[src/rtl/sh4a_decode_queue.sv]
// SH4A front-end decode stage: a DEPTH-entry instruction queue filled LANES instructions at a time,
// drained one decoded instruction per cycle into a registered valid/ready output stage.
module sh4a_decode_queue #(
    parameter int LANES = 2,
    parameter int DEPTH = 8
) (
    input  logic                 clk,
    input  logic                 reset,
    input  logic                 flush,
    input  logic                 fetch_valid,
    output logic                 fetch_ready,
    input  logic [16*LANES-1:0]  fetch_data,
    input  logic [31:0]          fetch_pc,
    output logic                 dec_valid,
    input  logic                 dec_ready,
    output logic [31:0]          dec_pc,
    output logic [15:0]          dec_insn,
    output logic                 insn_valid,
    output logic                 insn_privileged,
    output logic                 src1_valid,
    output logic                 src2_valid,
    output logic                 dest_valid,
    output logic                 imm_valid,
    output logic [5:0]           src1_reg,
    output logic [5:0]           src2_reg,
    output logic [5:0]           dest_reg,
    output logic [31:0]          imm,
    output logic [5:0]           op
);
    // Operation codes and non-GPR register ids (GPR n is {2'b0, n}).
    localparam logic [5:0] OP_ILLEGAL  = 6'd0;
    localparam logic [5:0] OP_ADD      = 6'd1;
    localparam logic [5:0] OP_SUBTRACT = 6'd2;
    localparam logic [5:0] OP_MULTIPLY = 6'd3;
    localparam logic [5:0] OP_AND      = 6'd4;
    localparam logic [5:0] OP_XOR      = 6'd5;
    localparam logic [5:0] OP_STORE8   = 6'd6;
    localparam logic [5:0] OP_STORE16  = 6'd7;
    localparam logic [5:0] OP_STORE32  = 6'd8;
    localparam logic [5:0] REG_MACL    = 6'h11;
    localparam logic [5:0] REG_FPUL    = 6'h12;
    localparam logic [5:0] REG_ZERO    = 6'h3F;

    localparam int PW = $clog2(DEPTH);
    localparam int CW = $clog2(DEPTH + 1);

    logic [15:0]   q_insn [DEPTH];
    logic [31:0]   q_pc   [DEPTH];
    logic [PW-1:0] head, tail;
    logic [CW-1:0] count, count_next;
    logic          push, pop;

    // Handshakes: a transfer happens on a clock edge where valid and ready are both high;
    // the output stage holds every dec_* field stable while dec_valid && !dec_ready.
    assign fetch_ready = !flush && ((CW'(DEPTH) - count) >= CW'(LANES));
    assign push        = fetch_valid && fetch_ready;
    assign pop         = (count != '0) && (!dec_valid || dec_ready);

    always_comb begin
        count_next = count;
        if (push) count_next = count_next + CW'(LANES);
        if (pop)  count_next = count_next - CW'(1);
    end

    logic [15:0] h;
    logic [5:0]  rm, rn;
    logic        d_iv, d_s1v, d_s2v, d_dv, d_immv;
    logic [5:0]  d_op, d_s1, d_s2, d_d;
    logic [31:0] d_imm;

    assign h  = q_insn[head];
    assign rm = {2'b00, h[7:4]};
    assign rn = {2'b00, h[11:8]};

    always_comb begin
        d_iv = 1'b1; d_op = OP_ILLEGAL;
        d_s1v = 1'b0; d_s1 = '0; d_s2v = 1'b0; d_s2 = '0;
        d_dv = 1'b0; d_d = '0; d_immv = 1'b0; d_imm = '0;
        casez (h)
            16'h0??7: begin d_op = OP_MULTIPLY; d_s1v = 1'b1; d_s1 = rm; d_s2v = 1'b1; d_s2 = rn; end
            16'h0009: begin
                d_op = OP_ADD; d_s1v = 1'b1; d_s1 = REG_ZERO; d_s2v = 1'b1; d_s2 = REG_ZERO;
                d_dv = 1'b1; d_d = REG_ZERO;
            end
            16'h0?1A, 16'h0?5A: begin
                d_op = OP_ADD; d_s1v = 1'b1; d_s1 = h[6] ? REG_FPUL : REG_MACL;
                d_s2v = 1'b1; d_s2 = REG_ZERO; d_dv = 1'b1; d_d = rn;
            end
            16'h4?5A: begin
                d_op = OP_ADD; d_s1v = 1'b1; d_s1 = rn; d_s2v = 1'b1; d_s2 = REG_ZERO;
                d_dv = 1'b1; d_d = REG_FPUL;
            end
            16'h2??0, 16'h2??1, 16'h2??2: begin
                d_op = (h[1:0] == 2'd0) ? OP_STORE8 : (h[1:0] == 2'd1) ? OP_STORE16 : OP_STORE32;
                d_s1v = 1'b1; d_s1 = rm; d_s2v = 1'b1; d_s2 = rn;
            end
            16'h2??9, 16'h2??A, 16'h3??8, 16'h3??C: begin
                d_op = (h[15:12] == 4'h3) ? ((h[2]) ? OP_ADD : OP_SUBTRACT)
                                          : ((h[0]) ? OP_AND : OP_XOR);
                d_s1v = 1'b1; d_s1 = rn; d_s2v = 1'b1; d_s2 = rm; d_dv = 1'b1; d_d = rn;
            end
            16'h4?10: begin
                d_op = OP_SUBTRACT; d_s1v = 1'b1; d_s1 = rn; d_immv = 1'b1; d_imm = 32'd1;
                d_dv = 1'b1; d_d = rn;
            end
            16'h6??B: begin
                d_op = OP_SUBTRACT; d_s1v = 1'b1; d_s1 = REG_ZERO; d_s2v = 1'b1; d_s2 = rm;
                d_dv = 1'b1; d_d = rn;
            end
            16'h7???, 16'hE???: begin
                d_op = OP_ADD; d_s1v = 1'b1; d_s1 = h[15] ? REG_ZERO : rn;
                d_immv = 1'b1; d_imm = {{24{h[7]}}, h[7:0]}; d_dv = 1'b1; d_d = rn;
            end
            default: d_iv = 1'b0;
        endcase
    end

    always_ff @(posedge clk) begin
        if (reset || flush) begin
            head <= '0; tail <= '0; count <= '0;
            dec_valid <= 1'b0; dec_pc <= '0; dec_insn <= '0;
            insn_valid <= 1'b0; insn_privileged <= 1'b0;
            src1_valid <= 1'b0; src2_valid <= 1'b0; dest_valid <= 1'b0; imm_valid <= 1'b0;
            src1_reg <= '0; src2_reg <= '0; dest_reg <= '0; imm <= '0; op <= OP_ILLEGAL;
        end else begin
            if (push) begin
                for (int i = 0; i < LANES; i++) begin
                    q_insn[tail + PW'(i)] <= fetch_data[16*i +: 16];
                    q_pc[tail + PW'(i)]   <= fetch_pc + 32'(2 * i);
                end
                tail <= tail + PW'(LANES);
            end
            if (pop) begin
                head <= head + PW'(1);
                dec_valid <= 1'b1; dec_pc <= q_pc[head]; dec_insn <= h;
                insn_valid <= d_iv; insn_privileged <= 1'b0;
                src1_valid <= d_s1v; src2_valid <= d_s2v; dest_valid <= d_dv; imm_valid <= d_immv;
                src1_reg <= d_s1; src2_reg <= d_s2; dest_reg <= d_d; imm <= d_imm; op <= d_op;
            end else if (dec_ready) begin
                dec_valid <= 1'b0;
            end
            count <= count_next;
        end
    end
endmodule
[config.mk]
export PLATFORM = sky130hd
export DESIGN_NAME = sh4a_decode_queue
export DESIGN_NICKNAME = d
export VERILOG_FILES = /design/src/rtl/sh4a_decode_queue.sv
export SDC_FILE = /design/constraint.sdc
export NUM_CORES = 1
export LEC_CHECK = 0
export CAP_MARGIN = 20
export CORE_UTILIZATION = 40
export CTS_CLUSTER_DIAMETER = 40
export DETAILED_ROUTE_END_ITERATION = 10
export PLACE_DENSITY = 0.65
export SYNTH_ARGS = -nofsm -noshare
export SYNTH_HDL_FRONTEND = slang
export SYNTH_SLANG_ARGS = --single-unit
export TNS_END_PERCENT = 5
[constraint.sdc]
create_clock -name clk -period 4 [get_ports clk]
set_input_delay 0.8 -clock clk [delete_from_list [all_inputs] [get_ports clk]]
set_output_delay 0.8 -clock clk [all_outputs]
set_load 0.02 [all_outputs]
=== Word level (Yosys, flattened, before mapping) ===
Memory sizes are Yosys's and may differ from the RTL's. A register that Yosys moved wholly into a read port is not among the register bits.
Index checks and enable logic that the tools add are counted.

* Logic and storage cells: 93
* Register bits after elaboration: 87
* Memory bits (writable): 384
* Memories: 2

* Add/sub/neg operators: 7
* Order comparisons: 1
* Reductions and logical operators: 26
* Muxes and demuxes: 25
* Eq/ne operators: 18

{| class="wikitable"
|+ Memory list
! name !! depth !! width !! read ports !! clocked after memory_dff !! wr ports !! line !! text
|-
| q_pc || 8 || 32 || 1 || 1 || 2 || 48 || <nowiki>logic [31:0] q_pc [DEPTH];</nowiki>
|-
| q_insn || 8 || 16 || 1 || 1 || 2 || 47 || <nowiki>logic [15:0] q_insn [DEPTH];</nowiki>
|}

{| class="wikitable"
|+ Operators with widths
! cell !! number
|-
| $pmux 32 s2 || 1
|-
| $eq 8x6->1 const B || 7
|-
| $pmux 6 s3 || 2
|-
| $add 32x2->32 const B || 1
|-
| $pmux 6 s5 || 1
|-
| $eq 12x11->1 const B || 2
|-
| $pmux 4 s5 || 1
|-
| $eq 16x4->1 const B || 1
|-
| $mux 4 || 4
|-
| $reduce_or 16->1 || 1
|-
| $reduce_or 13->1 || 1
|-
| $eq 12x5->1 const B || 1
|-
| $eq 12x7->1 const B || 1
|-
| $reduce_or 12->1 || 1
|-
| $reduce_or 4->1 || 3
|-
| $reduce_or 6->1 || 2
|-
| $mux 1 || 10
|-
| $reduce_or 10->1 || 1
|-
| $mux 3 || 3
|-
| $eq 8x3->1 const B || 1
|-
| $eq 8x7->1 const B || 1
|-
| $reduce_or 2->1 || 4
|-
| $add 3x1->3 const B || 2
|-
| $mux 6 || 1
|-
| other kinds (18) || 24
|}

=== Longest topological paths before layout ===
* Depth after elaboration: 7
* Mapped depth: 12

=== Worst setup path after synthesis ===
No wires, ideal clock.

* Kind: register to register
* Start: register count[1]
* End: memory q_insn[0][0] (enable)
* Arrival: 3.762 ns
* Cell stages (with the launch flop): 9
* Period minus slack after synthesis: 4.227 ns
* Setup slack: -0.227 ns
* Path through: dfxtp_1 -> inv_1 -> ha_1 -> nor2b_1 -> xnor2_1 -> a211o_1 -> clkbuf_1 -> nor2_1 -> and2_1

{| class="wikitable"
|+ RTL lines
! item !! line !! text
|-
| start: declaration || 50 || <nowiki>logic [CW-1:0] count, count_next;</nowiki>
|-
| start signal: assignment || 142 || <nowiki>count <= count_next;</nowiki>
|-
| end: declaration || 47 ||
|}

==> out/results.txt <==
Tightest Pin Transition: 925 ps
root buf cell: clkbuf_16
Largest regs: q_pc: 252 flops, q_insn: 128 flops, dec_pc: 32 flops
DP Cell Count: 1855
flop and latch count out of synthesis: 474
VDD IR max: 0.000499 V
Max FO, Critical Path: 14
first-pass GRT wire length: 62.4 mm
Final TNS setup: 0 ps
crit end category: flip-flop
Antenna Violating Nets Remaining: 0
layout cells sized above 1: 19.4%
dpl hpwl: 25.8 mm
reg2reg path depth: 8
Largest Register: q_pc
achievable frequency: 285 MHz
DP Worst Slack: 438 ps
failing checks: DRC
pin count of the biggest net entering global routing: 80
vias in the first global route: 10600
Post-Layout Inst Area: 0.0235 mm2
Die W: 220 um
Yosys cell types: 64
Die ar.: 0.0484 mm2
WHS Path Cells: 2
top cells by count, synth: 380 x edfxtp_1, 100 x nor2_1, 94 x dfxtp_1
WHS: 466 ps
# Post-CTS Setup Buffers: 0
RSZ-0062 raised after global routing: false
drc violations: 32
final hold violations: 0
Critical Path AT: 4060 ps
leakage: 7.53 nW
total CTS buffers: 60
core outline area: 0.0467 mm2
count leader, synth: edfxtp_1
DR vias/cell: 5.37
Initial Util: 40.7%
Post-synth EDFFs: 380
Hold Crit Class: flip-flop to flip-flop
fin nets: 1390
htree depth: 2
Setup WS post-layout: 489 ps
initial antenna violation count: 1
Syn Inst Count: 1121
GRT overflow: 0
Critical Path End: src1_reg[1]
Largest register FFs: 252
Worst Path Required: 4550 ps
# IOs: 181
Max transition margin: 38.1%
vias: 10600
Pins Over Slew Limit: 0
CTS tree: yes
Critical R2R Capture: src1_reg[1]
clk slew on worst S/H paths: 60 ps
critical path type: flip-flop to flip-flop
status: complete, but fails checks
die height: 220 um
Tot Pwr: 15.7 mW
row count: 79
dominant cell type by area after synthesis: edfxtp_1
Async SR Flop Fraction: 0%
total number of yosys warnings: 0
part of the Yosys area used for sequential elements: 70.0%
Max Cap Viol: 0
fin crit period: 3510 ps
post-DR wirelength/cell: 20.6 um
Resized Gates After CTS: 0
area post-placement: 0.0215 mm2
register-to-register setup slack: 490 ps
critical path launch point type: flip-flop
clock skew: 19.1 ps
Top FF cell, synth: edfxtp_1
Yosys top cell area share: 60.1%
Synth area leaders: edfxtp_1 60%, mux4_2 11%, dfxtp_1 9.9%
GPL Wtd Cong: 0.872
DRT iter0 DRCs: 893
post-route core utilization: 50.4%
Overall Global Routing Usage: 17.2%
final worst-path cycle share: 87.8%
clock sinks: 474
Finish-stage setup viols: 0
Post-Syn Area: 0.0190 mm2
drt first pass iters: 8
Port Buffers: 177
Avg Synthesized Cell Area: 16.9 um2
Clock Latency Late Sink: 610 ps
hold buffers post-CTS: 0
Max clock buf depth: 3
Total Wirelength: 40.6 mm
non-filler cells, final: 1970
area delta synth->final: 23.8%
Pwr Density: 665 mW/mm2
worst max-delay path, stage by stage, from the launching register on:
cell and delay [ps]:
dfxtp_2 580, buf_4 310, mux4_2 520, mux2i_1 690, nand4_1 270, a21o_1 360, nor4b_4 200, a31oi_4 290
o221a_1 230
power breakdown:
part           switching [mW]  leakage (nW)  internal, mW  total, mW
Combinational            2.46          2.35          1.81       4.27
Clock                    2.17         0.988          3.10       5.27
Sequential              0.331          4.20          5.78       6.11
worst min-delay path by stage:
stage | from | endpoint | slack, ps
2_1_floorplan | tail[2] | tail[2] | 520
3_3_place_gp | dest_reg[5] | dest_reg[5] | 460
3_5_place_dp | imm[4] | imm[4] | 460
4_1_cts | dest_reg[5] | dest_reg[5] | 470
5_1_grt | dest_reg[5] | dest_reg[5] | 480
6_report | dest_reg[5] | dest_reg[5] | 470
area by class of cell:
type | instances | area, um2
Antenna cell | 1 | 2.50
Clock buffer | 77 | 1600
Clock inverter | 37 | 427
Fill cell | 3816 | 23100
Inverter | 11 | 41.3
Multi-Input combinational cell | 550 | 5220
Sequential cell | 474 | 13300
Tap cell | 607 | 759
Timing Repair Buffer | 213 | 2180
layer usage:
layer	global-route usage, %	vias up	wire length [um]
li1	-	4781	-
met1	22.8	5360	17300
met2	27.9	363	19600
met3	3.66	83	2760
met4	5.75	0	1010
met5	0	-	0
cells by family after synthesis:
kind of cell	after synthesis	share of synthesized area, %
compound gates	125	4.86
xor+xnor	42	1.94
fa+ha+maj	11	0.724
buf+inv	99	2.73
flops	474	70.0
mux	151	14.2
other cells	1	0.0197
simple gates	218	5.54
layout by cell type (no fill, tap or decap), types with 4 or more instances in the layout:
cell type	instances
mux2_2	5
nand3_1	18
a21oi_1	23
nand4_1	8
clkbuf_1	13
nor2b_1	4
edfxtp_1	380
inv_8	4
nand2_1	40
xnor2_1	25
a211o_1	4
clkdlybuf4s50_1	177
clkinv_2	9
o221a_2	4
o221a_1	7
xor2_1	17
nor2_1	100
nor3_1	10
mux4_2	91
a211oi_1	45
and2_4	4
mux2i_1	49
inv_6	10
o22ai_1	5
and3_1	10
dfxtp_2	4
buf_4	25
buf_12	11
clkbuf_16	60
o21ai_0	8
dfxtp_1	89
ha_1	11
clkinv_4	4
a22oi_1	8
inv_1	11
No activity file was read; power rests on OpenSTA's default activity.
